## config.mk

```make
export PLATFORM = sky130hd
export DESIGN_NAME = fwd_sel_unit
export DESIGN_NICKNAME = d
export VERILOG_FILES = /design/src/rtl/fwd_sel_unit.sv
export SDC_FILE = /design/constraint.sdc
export NUM_CORES = 1
export LEC_CHECK = 0
export BUFFER_PORTS_ARGS = -buffer_cell sky130_fd_sc_hd__buf_2
export CAP_MARGIN = 20
export CORE_MARGIN = 2
export CORE_UTILIZATION = 35
export CTS_CLUSTER_DIAMETER = 200
export DETAILED_ROUTE_END_ITERATION = 8
export HOLD_SLACK_MARGIN = 0.03
export SETUP_SLACK_MARGIN = 0.2
export SYNTH_ARGS = -nofsm -noshare
export SYNTH_HDL_FRONTEND = slang
export SYNTH_SLANG_ARGS = --single-unit
```

## constraint.sdc

```tcl
create_clock -name clk -period 2.19 [get_ports clk]
set_input_delay 0.1095 -clock clk [delete_from_list [all_inputs] [get_ports clk]]
set_output_delay 0.1095 -clock clk [all_outputs]
set_load 0.02 [all_outputs]
```

## src/rtl/fwd_sel_unit.sv

```systemverilog
// Operand-forwarding select and load-use stall controller for the femtoRV32 pipeline.
// Tracks rd metadata through EX, MEM, WB and a post-WB slot, and decodes the ALU mux selects.
module fwd_sel_unit #(
  parameter int unsigned REG_W = 5
) (
  input  logic             clk,
  input  logic             rst_n,
  input  logic             hold,
  input  logic             flush,
  input  logic             id_valid,
  input  logic [REG_W-1:0] id_rs1,
  input  logic [REG_W-1:0] id_rs2,
  input  logic [REG_W-1:0] id_rd,
  input  logic             id_use_rs1,
  input  logic             id_use_rs2,
  input  logic             id_regwrite,
  input  logic             id_memread,
  output logic [1:0]       fwd_a_sel,
  output logic [1:0]       fwd_b_sel,
  output logic             stall
);

  typedef enum logic [1:0] {
    SEL_RF    = 2'b00,
    SEL_EXMEM = 2'b01,
    SEL_MEMWB = 2'b10,
    SEL_HOLD  = 2'b11
  } sel_e;

  logic             ex_valid, ex_regwrite, ex_memread, ex_use_rs1, ex_use_rs2;
  logic [REG_W-1:0] ex_rd, ex_rs1, ex_rs2;
  logic             mem_valid, mem_regwrite, mem_memread;
  logic [REG_W-1:0] mem_rd;
  logic             wb_valid, wb_regwrite;
  logic [REG_W-1:0] wb_rd;
  logic             hw_valid, hw_regwrite;
  logic [REG_W-1:0] hw_rd;

  logic mem_wr, wb_wr, hw_wr;
  sel_e sel_a, sel_b;

  always_ff @(posedge clk or negedge rst_n) begin
    if (!rst_n) begin
      ex_valid     <= 1'b0;
      ex_regwrite  <= 1'b0;
      ex_memread   <= 1'b0;
      ex_use_rs1   <= 1'b0;
      ex_use_rs2   <= 1'b0;
      ex_rd        <= '0;
      ex_rs1       <= '0;
      ex_rs2       <= '0;
      mem_valid    <= 1'b0;
      mem_regwrite <= 1'b0;
      mem_memread  <= 1'b0;
      mem_rd       <= '0;
      wb_valid     <= 1'b0;
      wb_regwrite  <= 1'b0;
      wb_rd        <= '0;
      hw_valid     <= 1'b0;
      hw_regwrite  <= 1'b0;
      hw_rd        <= '0;
    end else if (!hold) begin
      hw_valid     <= wb_valid;
      hw_regwrite  <= wb_regwrite;
      hw_rd        <= wb_rd;
      wb_valid     <= mem_valid;
      wb_regwrite  <= mem_regwrite;
      wb_rd        <= mem_rd;
      mem_valid    <= ex_valid;
      mem_regwrite <= ex_regwrite;
      mem_memread  <= ex_memread;
      mem_rd       <= ex_rd;
      // stall already excludes flush; both turn the incoming slot into a bubble
      ex_valid     <= id_valid & ~stall & ~flush;
      ex_regwrite  <= id_regwrite;
      ex_memread   <= id_memread;
      ex_use_rs1   <= id_use_rs1;
      ex_use_rs2   <= id_use_rs2;
      ex_rd        <= id_rd;
      ex_rs1       <= id_rs1;
      ex_rs2       <= id_rs2;
    end
  end

  assign mem_wr = mem_valid & mem_regwrite & (mem_rd != '0);
  assign wb_wr  = wb_valid  & wb_regwrite  & (wb_rd  != '0);
  assign hw_wr  = hw_valid  & hw_regwrite  & (hw_rd  != '0);

  // Youngest producer wins; rd != 0 in each *_wr makes an x0 source fall through to the register file.
  function automatic sel_e pick(input logic en, input logic [REG_W-1:0] rs,
                                input logic m_wr, input logic [REG_W-1:0] m_rd,
                                input logic w_wr, input logic [REG_W-1:0] w_rd,
                                input logic h_wr, input logic [REG_W-1:0] h_rd);
    sel_e s;
    s = SEL_RF;
    if (en) begin
      if (m_wr && m_rd == rs)      s = SEL_EXMEM;
      else if (w_wr && w_rd == rs) s = SEL_MEMWB;
      else if (h_wr && h_rd == rs) s = SEL_HOLD;
    end
    return s;
  endfunction

  always_comb begin
    sel_a = pick(ex_valid & ex_use_rs1, ex_rs1, mem_wr, mem_rd, wb_wr, wb_rd, hw_wr, hw_rd);
    sel_b = pick(ex_valid & ex_use_rs2, ex_rs2, mem_wr, mem_rd, wb_wr, wb_rd, hw_wr, hw_rd);
  end

  assign fwd_a_sel = sel_a;
  assign fwd_b_sel = sel_b;

  assign stall = ~hold & ~flush & id_valid & ex_valid & ex_memread & ex_regwrite & (ex_rd != '0)
               & ((id_use_rs1 & (id_rs1 == ex_rd)) | (id_use_rs2 & (id_rs2 == ex_rd)));

  // A load in MEM must never be the forwarding source: the stall keeps its consumer out of EX.
  ld_no_exmem_fwd: assert property (@(posedge clk) disable iff (!rst_n)
    !(mem_memread && (sel_a == SEL_EXMEM || sel_b == SEL_EXMEM)));

endmodule
```

==> impl_metrics.csv <==
group,metric,value,unit
placement,post-place-cells,264,
route,dr.max_layer_used,"met4",
yosys,synth_area,2110,µm²
route,vias,1472,
critical_path,critPathKind,"register to output port",
timing,worstMarginPinSlew,0.919,ns
pwr,p_sw,621,µW
global_route,grt_overflow_total,0,
final_layout,fin_util,45.8,%
critical_path,crit_required,2.08,ns
floorplan,fp.coreArea,5890,µm²
yosys,yosysUniqueCellTypes,22,
final_layout,final_cell_mix,"39 x mux2_2, 32 x dfrtp_1, 23 x buf_2",
placement,post-dp-hpwl,3.32,mm
hold_path,hold_path_class,"input port to register",
pwr,clkPwrFrac,23.7,%
pwr,p_leak,0.00110,µW
timing,period_share,98.4,%
route,route.met3.wl,174,µm
pwr,powerDensity,748,nW/µm²
critical_path,critPathMaxFanout,4,
route,wl_met2,2.30,mm
critical_path,cp_data_arrival_time,2.05,ns
pwr,netSwitchingFraction,30.8,%
pwr,p_int,1400,µW
timing,finalMaxSlewViolations,0,
floorplan,io_pins,29,
placement,gp_congestion,0.812,
route,avgRoutedWirePerCell,16.4,µm
timing,min_period,2.15,ns
yosys,syn_nets,189,
clocking,cts_tree,"built",
floorplan,fp-row-count,28,
final_layout,layout_commonest_cell,"mux2_2",
clocking,cts_buffers,5,
route,avgViaCountPerCell,5.08,
route,drc,0,
floorplan,die_w,81.7,µm
global_route,grt_pass1_vias,1489,
pwr,power.total,2020,µW
clocking,htree_num_levels,2,
timing,fmax,464,MHz
final_layout,fin_cells,290,
final_layout,diodes,0,
route,first_iter_violations,43,
clocking,cts_max_path_buffers,2,
floorplan,die_h,81.7,µm
floorplan,dieArea,6680,µm²
global_route,grt_start_max_net_pins,42,
pwr,power_frac_seq,50.8,%
run_status,outcome,"completed",
route,drt-met1-wl,2.21,mm
timing,skew,0.00797,ns
clocking,clk_latency,0.30,ns
timing,finalSetupViolCount,0,
final_layout,syn_to_final_growth,27.4,%
placement,port_buffers,28,
global_route,antenna_found_initial,0,
timing,slew_headroom,38.8,%
pwr,peakVddDrop,323,µV
critical_path,cp-end-kind,"output port",
global_route,grt_usage,15.7,%
yosys,synth-seq-area-share,48.5,%
route,first_pass_iters,4,
yosys,synthCells,165,
route,wl,4.75,mm
pwr,combPwrFrac,25.4,%
final_layout,multi_input_area,1170,µm²
final_layout,nets,238,
yosys,syn_area_per_cell,12.8,µm²
clocking,cts_root_buffer,"clkbuf_8",
final_layout,drive_above_1_share,56.7,%
global_route,grt_pass1_wl,7.73,mm
clocking,cts.sinks,41,
route,ant_nets,0,
clocking,clk_pin_slew,0.08,ns
final_layout,fillers,559,
timing,setup_slack,0.0351,ns
yosys,yosysWarnings,0,
run,max_cap_viol_count,0,
yosys,ys_ff_latch,41,
placement,post-place-ws,0.217,ns
timing,rsz0062_at_grt,"true",
final_layout,regArea,1040,µm²
floorplan,start_util,35.9,%
timing,worst_hold_slack,0.0377,ns
critical_path,startpoint_type,"register",
timing,final-hold-violation-count,0,
## cell type report
type,count,area share [%]
multi-input cells,119,43.5
flip-flops and latches,41,38.5
repair buffers,47,11.5
well taps,75,3.48
clock buffers,6,2.69
clock inverters,2,0.372
## synthesized netlist by cell type
master | number | area share, %
or3b_2 | 1 | 0.41
a21oi_1 | 2 | 0.47
a21boi_2 | 1 | 0.53
o211ai_1 | 1 | 0.36
mux2_1 | 1 | 0.53
xnor2_1 | 20 | 8.3
nand2b_1 | 2 | 0.59
nand3_1 | 8 | 1.9
dfrtp_1 | 41 | 49
or4_1 | 5 | 1.8
xor2_1 | 20 | 8.3
o211ai_2 | 2 | 1.2
nor2_1 | 2 | 0.36
a221o_1 | 1 | 0.47
clkbuf_1 | 5 | 0.89
nor3_1 | 1 | 0.24
nor3b_2 | 2 | 1.2
mux2_2 | 39 | 21
nand4b_1 | 1 | 0.41
nor4_1 | 6 | 1.8
o2111a_1 | 1 | 0.53
nand2_1 | 3 | 0.53
## final timing paths
kind                             from           end  slack [ns]  cells after the start
setup / recovery             hw_rd[3]  fwd_a_sel[1]        0.04                      6
max in group asynchronous       rst_n     ex_rs1[0]        1.07                      2
hold / removal               id_rd[2]      ex_rd[2]        0.04                      2
min in group asynchronous       rst_n   hw_regwrite        0.48                      2
hold reg to reg            ex_memread    ex_memread        0.51                      1
setup reg to reg             ex_rd[2]      ex_valid        0.55                      5
## registers in the layout, indices dropped and copies added, names as in the netlist
register / cells
ex_memread: 1
hw_rd: 5
mem_regwrite: 1
hw_valid: 1
ex_rs2: 5
ex_regwrite: 1
wb_valid: 1
wb_rd: 5
ex_valid: 1
wb_regwrite: 1
mem_rd: 5
ex_use_rs2: 1
mem_valid: 1
hw_regwrite: 1
ex_use_rs1: 1
ex_rs1: 5
ex_rd: 5
## worst max-delay path: stages (launching register included)
cell and delay (ns):
dfrtp_1 0.42, or4_4 0.56, o211ai_4 0.25, nor4_2 0.06
nand2b_1 0.14, nor3b_2 0.15, buf_4 0.17
## cell families (layout without fill, tap and decap cells)
group / Yosys count / after routing / synth area share [%]
simple gates: 31 / 31 / 9.17
xor+xnor: 40 / 40 / 16.6
mux: 40 / 40 / 21.3
compound gates: 8 / 8 / 3.55
flops: 41 / 41 / 48.5
buf+inv: 5 / 55 / 0.888
## power by group through the flow
stage          Sequential, µW  Combinational, µW  Clock (µW)
6_report                 1030                513         478
5_1_grt                  1040                564         520
4_1_cts                  1010                462         489
3_5_place_dp             1050                361           0
3_3_place_gp             1050                357           0
2_1_floorplan             993                286           0
## layer usage
layer	vias to the layer above	track usage, %
li1	691	-
met1	749	21.4
met2	25	24.0
met3	7	3.74
met4	0	6.17
met5	-	0
## metrics by stage
step | TNS, ns | area [µm²]
after CTS | 0 | 2580
after floorplan | 0 | 2110
after global routing | -0.113 | 2690
after detailed placement | 0 | 2340
final | 0 | 2690
after global placement | 0 | 2340
## repair_timing
| action | 4_1_cts | 5_1_grt |
|---|---|---|
| endpoints found under the setup margin | 5 | 5 |
| resized for setup | 17 | 17 |
| buffers inserted | 12 | 5 |
| hold endpoints to repair | 41 | 0 |
| pin swaps | 11 | 7 |
| hold buffers | 1 | 0 |
Power figures use the tool's default switching activity.
